`src/rtl/sprite_palette_bank.sv`:
```
// Multi-bank runtime-writable sprite palette with a registered index->RGB lookup,
// index-0 transparency and a frame-timed hit-flash that forces visible pixels white.
//
// state | meaning
// IDLE  | no flash, palette colours pass through
// FLASH | hit flash running, white on odd frames, frames_left counts down per frame_tick
module sprite_palette_bank #(
    parameter  int IDX_W        = 4,
    parameter  int NUM_BANKS    = 2,
    parameter  int COLOR_W      = 4,
    parameter  int FLASH_FRAMES = 8,
    localparam int BANK_W       = (NUM_BANKS > 1) ? $clog2(NUM_BANKS) : 1
) (
    input  logic                 Clk,
    input  logic                 Reset_n,
    input  logic                 frame_tick,
    input  logic                 pix_valid,
    input  logic [BANK_W-1:0]    bank_sel,
    input  logic [IDX_W-1:0]     index,
    input  logic                 wr_en,
    input  logic [BANK_W-1:0]    wr_bank,
    input  logic [IDX_W-1:0]     wr_index,
    input  logic [3*COLOR_W-1:0] wr_data,
    input  logic                 flash_start,
    output logic [COLOR_W-1:0]   red,
    output logic [COLOR_W-1:0]   green,
    output logic [COLOR_W-1:0]   blue,
    output logic                 out_valid,
    output logic                 transparent,
    output logic                 flash_active
);

    localparam int         NUM_ENT = 2 ** IDX_W;
    localparam logic [7:0] FLASH_N = 8'(FLASH_FRAMES);

    typedef enum logic [0:0] {IDLE, FLASH} state_t;

    function automatic logic [3*COLOR_W-1:0] grey_ramp(input int i);
        logic [COLOR_W-1:0] c;
        c = COLOR_W'(i);
        return {c, c, c};
    endfunction

    logic [3*COLOR_W-1:0] pal_q [NUM_BANKS][NUM_ENT];
    logic [3*COLOR_W-1:0] rgb_q;
    logic                 valid_q;
    logic                 transp_q;
    state_t               state_q, state_d;
    logic [7:0]           frames_q, frames_d;
    logic                 phase_q, phase_d;
    logic [BANK_W-1:0]    rd_bank;
    logic [3*COLOR_W-1:0] rd_data;

    always_ff @(posedge Clk or negedge Reset_n) begin
        if (!Reset_n) begin
            for (int b = 0; b < NUM_BANKS; b++) begin
                for (int e = 0; e < NUM_ENT; e++) begin
                    pal_q[b][e] <= grey_ramp(e);
                end
            end
        end else if (wr_en && (32'(wr_bank) < NUM_BANKS)) begin
            pal_q[wr_bank][wr_index] <= wr_data;
        end
    end

    // Out-of-range banks fall back to bank 0; the read sees pre-write contents.
    assign rd_bank = (32'(bank_sel) < NUM_BANKS) ? bank_sel : '0;
    assign rd_data = pal_q[rd_bank][index];

    always_comb begin
        state_d  = state_q;
        frames_d = frames_q;
        phase_d  = phase_q;
        case (state_q)
            IDLE: begin
                if (flash_start) begin
                    state_d  = FLASH;
                    frames_d = FLASH_N;
                    phase_d  = 1'b1;
                end
            end
            FLASH: begin
                if (flash_start) begin
                    frames_d = FLASH_N;
                    phase_d  = 1'b1;
                end else if (frame_tick) begin
                    if (frames_q == 8'd1) begin
                        state_d  = IDLE;
                        frames_d = 8'd0;
                        phase_d  = 1'b0;
                    end else begin
                        frames_d = frames_q - 8'd1;
                        phase_d  = ~phase_q;
                    end
                end
            end
            default: state_d = IDLE;
        endcase
    end

    always_ff @(posedge Clk or negedge Reset_n) begin
        if (!Reset_n) begin
            state_q  <= IDLE;
            frames_q <= 8'd0;
            phase_q  <= 1'b0;
        end else begin
            state_q  <= state_d;
            frames_q <= frames_d;
            phase_q  <= phase_d;
        end
    end

    // Lookup uses the phase being loaded at this same edge.
    always_ff @(posedge Clk or negedge Reset_n) begin
        if (!Reset_n) begin
            rgb_q    <= '0;
            valid_q  <= 1'b0;
            transp_q <= 1'b0;
        end else begin
            valid_q <= pix_valid;
            if (pix_valid) begin
                transp_q <= (index == '0);
                rgb_q    <= (phase_d && (index != '0)) ? '1 : rd_data;
            end
        end
    end

    assign red          = rgb_q[3*COLOR_W-1 -: COLOR_W];
    assign green        = rgb_q[2*COLOR_W-1 -: COLOR_W];
    assign blue         = rgb_q[COLOR_W-1:0];
    assign out_valid    = valid_q;
    assign transparent  = transp_q;
    assign flash_active = (state_q == FLASH);

endmodule
```
`config.mk`:
```
export PLATFORM = sky130hd
export DESIGN_NAME = sprite_palette_bank
export DESIGN_NICKNAME = d
export VERILOG_FILES = /design/src/rtl/sprite_palette_bank.sv
export SDC_FILE = /design/constraint.sdc
export NUM_CORES = 1
export LEC_CHECK = 0
export CAP_MARGIN = 20
export CORE_MARGIN = 2
export CORE_UTILIZATION = 44
export CTS_CLUSTER_DIAMETER = 60
export DETAILED_ROUTE_END_ITERATION = 8
export GPL_ROUTABILITY_DRIVEN = 0
export PLACE_DENSITY = 0.56
export SLEW_MARGIN = 30
export SYNTH_ARGS = -nofsm -noshare
export SYNTH_HDL_FRONTEND = slang
export SYNTH_SLANG_ARGS = --single-unit
```
`constraint.sdc`:
```
create_clock -name Clk -period 2.5 [get_ports Clk]
set_input_delay 0.25 -clock Clk [delete_from_list [all_inputs] [get_ports Clk]]
set_output_delay 0.25 -clock Clk [all_outputs]
set_load 0.02 [all_outputs]
```
==> impl_results.md <==
- Synth cell types: 48
- Final setup viols: 0
- Syn_nets: 1297
- Slew headroom: 37.6%
- Fraction of layout cells with a size suffix above 1: 62.2%
- Final hold violation count: 0
- Fin crit period: 2.26 ns
- Die Wd: 212 um
- RSZ-0062 raised after global routing: false
- Setup crit start kind: flop
- Row cnt: 76
- Clock transition at path regs: 0.06 ns
- CP arrival: 2.71 ns
- First-pass GRT wire length: 71800 um
- Detail Route met2 WL: 21900 um
- Root Driver: clkbuf_16
- Total wire length: 46400 um
- 1st-pass router iterations: 5
- Most frequent cells in the layout: mux2_2 (418), dfrtp_1 (216), dfstp_2 (192)
- CP endpoint kind: flop
- Pleak: 9.10 nW
- DR top layer: met4
- Seq cells post-synth: 408
- CTS Buf Count: 46
- Run status: complete, no violations
- CP Class: flop to flop
- Final antenna-violating net count: 0
- Worst Skew: 0.0100 ns
- Min Hold Slack: 0.227 ns
- Largest net degree at the start of global routing: 79
- Die H: 212 um
- Post-route cell area: 22000 um2
- Starting DRC count in detailed routing: 693
- WL per Instance: 23.8 um
- Max Cap Violations: 0
- Min-delay worst type: input port to async pin
- Vias per cell: 5.59
- Vias: 10900
- Total congestion overflow: 0
- Mapped Cells: 1267
- Full die area: 44900 um2
- Final-report max-slew violation count: 0
- Post-Syn Area: 19000 um2
- Final worst path period share: 90.2%
- DRC viols: 0
- Worst Path Required: 2.95 ns
- Starting Density: 44.3%
- GRT Overall Usage: 21.5%
- Clock Tree Buf Depth: 3
- Synthesis-to-layout area growth: 15.8%
- Post-synthesis sequential area ratio: 55.0%
- Antenna Cells: 0
- # Post-CTS Setup Buffers: 0
- Vias in the first global route: 11400
- Number of port buffers: 42
- Peak supply drop: 563 uV
- Fin Setup TNS: 0 ns
- CTS tree: done
- H-tree depth: 2
- Ports: 43
- Yosys warnings: 0
- Layout Nets: 1353
- Core Footprint: 42900 um2
- Routed wl met3: 1900 um
- Mapped Avg Cell Area: 15.0 um2
- Dpl hpwl: 28700 um
- Placed cell area: 20500 um2
- Achievable frequency: 443 MHz
- Later-pin clock latency in the skew report: 0.56 ns
- Commonest non-fill, non-tap cell in the layout: mux2_2
- Antenna violations before repair: 0
- Sink Count: 408
- Worst Tran Pin Value: 0.933 ns
- Critical-path maximum fanout: 12
- WL met1: 21700 um
- Cell Pwr Density: 845 nW/um2
## path summary, 6_finish.rpt
kind                               end        start  slack (ns)  depth (start not counted)
min                         pal_q[143]      Reset_n        0.23                          2
min in group Clk           transparent     index[0]        0.24                          3
max in group asynchronous   pal_q[130]      Reset_n        1.40                          3
max reg2reg                   rgb_q[6]  frames_q[1]        0.24                          8
min reg2reg                    phase_q      phase_q        0.49                          1
max                           rgb_q[6]  frames_q[1]        0.24                          8
## Yosys cell counts (all sizes together)
cell     count  share of area, %
and3         1             0.033
nand4        1             0.033
nand2       32              0.63
or4b         1             0.072
o2111ai     12              0.55
or3          2             0.066
o221ai       4              0.18
xnor2        1             0.046
clkinv       6              0.12
a31oi        1             0.033
o211ai       7              0.28
nand2b      12              0.39
a21oi       15              0.39
o21bai       1             0.039
nand3        6              0.16
nand4b       3              0.14
o21ai       12              0.34
o2111a       2              0.12
and4         2             0.092
dfrtp      216                28
a21o         2             0.079
clkbuf      48              0.95
or2          2             0.066
nor3         7              0.18
buf         64               2.0
ha           2              0.13
o211a        5              0.26
o22ai       10              0.33
a21boi       1             0.039
inv          7              0.14
a221oi       6              0.28
o41ai        1             0.046
dfstp      192                27
and2         1             0.033
mux2       418                25
or4          1             0.039
nor2b       10              0.33
nor4         3             0.099
a211oi       6              0.24
mux2i       28               1.5
mux4        75               8.9
nor3b        2             0.079
a22oi        5              0.20
nor2        34              0.67
## stage by stage
stage | power (mW) | setup slack [ns] | utilization (%) | instances
final | 18.6 | 0.244 | 51.3 | 1946
after global routing | 19.5 | 0.118 | 51.3 | 1946
after CTS | 18.8 | 0.107 | 51.3 | 1946
after detailed placement | 11.9 | 0.112 | 47.7 | 1859
after global placement | 11.8 | 0.163 | 47.7 | 1859
after floorplan | 11.0 | 0.552 | - | 1267
## repair_timing
item / in CTS / in global routing
resized for setup: 0 / 1
hold buffers: 1 / 0
hold endpoints to repair: 51 / 0
endpoints found under the setup margin: 0 / 4
## cell families (layout without fill, tap and decap cells)
family | after synthesis | after routing | synth area share (%)
adders and majority gates | 2 | 2 | 0.132
and+or+nand+nor | 120 | 120 | 3.12
muxes | 521 | 521 | 35.1
buffers and inverters | 125 | 219 | 3.23
AOI/OAI and AO/OA | 90 | 90 | 3.40
DFF | 408 | 408 | 55.0
xor gates and xnor gates | 1 | 1 | 0.0461
## sequential cells by signal (all words and copies together), names as in the netlist
name,cells
rgb_q,12
phase_q,1
flash_active,1
frames_q,8
transparent,1
out_valid,1
pal_q,384
## per-layer routing
| metal | vias up | GRT usage, % |
|---|---|---|
| met5 | - | 0 |
| met4 | 0 | 5.46 |
| met3 | 55 | 3.50 |
| met2 | 196 | 34.7 |
| met1 | 5820 | 30.6 |
| li1 | 4803 | - |
## critical path: stages, from the launching register on
cell and delay, ns:
dfrtp_1 0.40, inv_1 0.08, ha_1 0.14, or4b_4 0.47, o21ai_2 0.22, o2111a_1 0.23, buf_4 0.23, o2111ai_1 0.20
o211a_1 0.17
## cell type report
cell class / instances / area, um2
Inverter: 13 / 48.8
Clock inverter: 10 / 106
Fill cell: 3659 / 20900
Multi-Input combinational cell: 734 / 7980
Tap cell: 585 / 732
Timing Repair Buffer: 120 / 1250
Clock buffer: 76 / 1440
Sequential cell: 408 / 10500
## report_power, final
part | switching (mW) | internal [mW] | total (mW) | leakage (nW)
clock | 2.68 | 4.13 | 6.81 | 0.757
sequential | 0.614 | 8.29 | 8.91 | 4.73
combinational | 1.15 | 1.73 | 2.88 | 3.61
total | 4.45 | 14.2 | 18.6 | 9.10
Power figures use the tool's default switching activity.
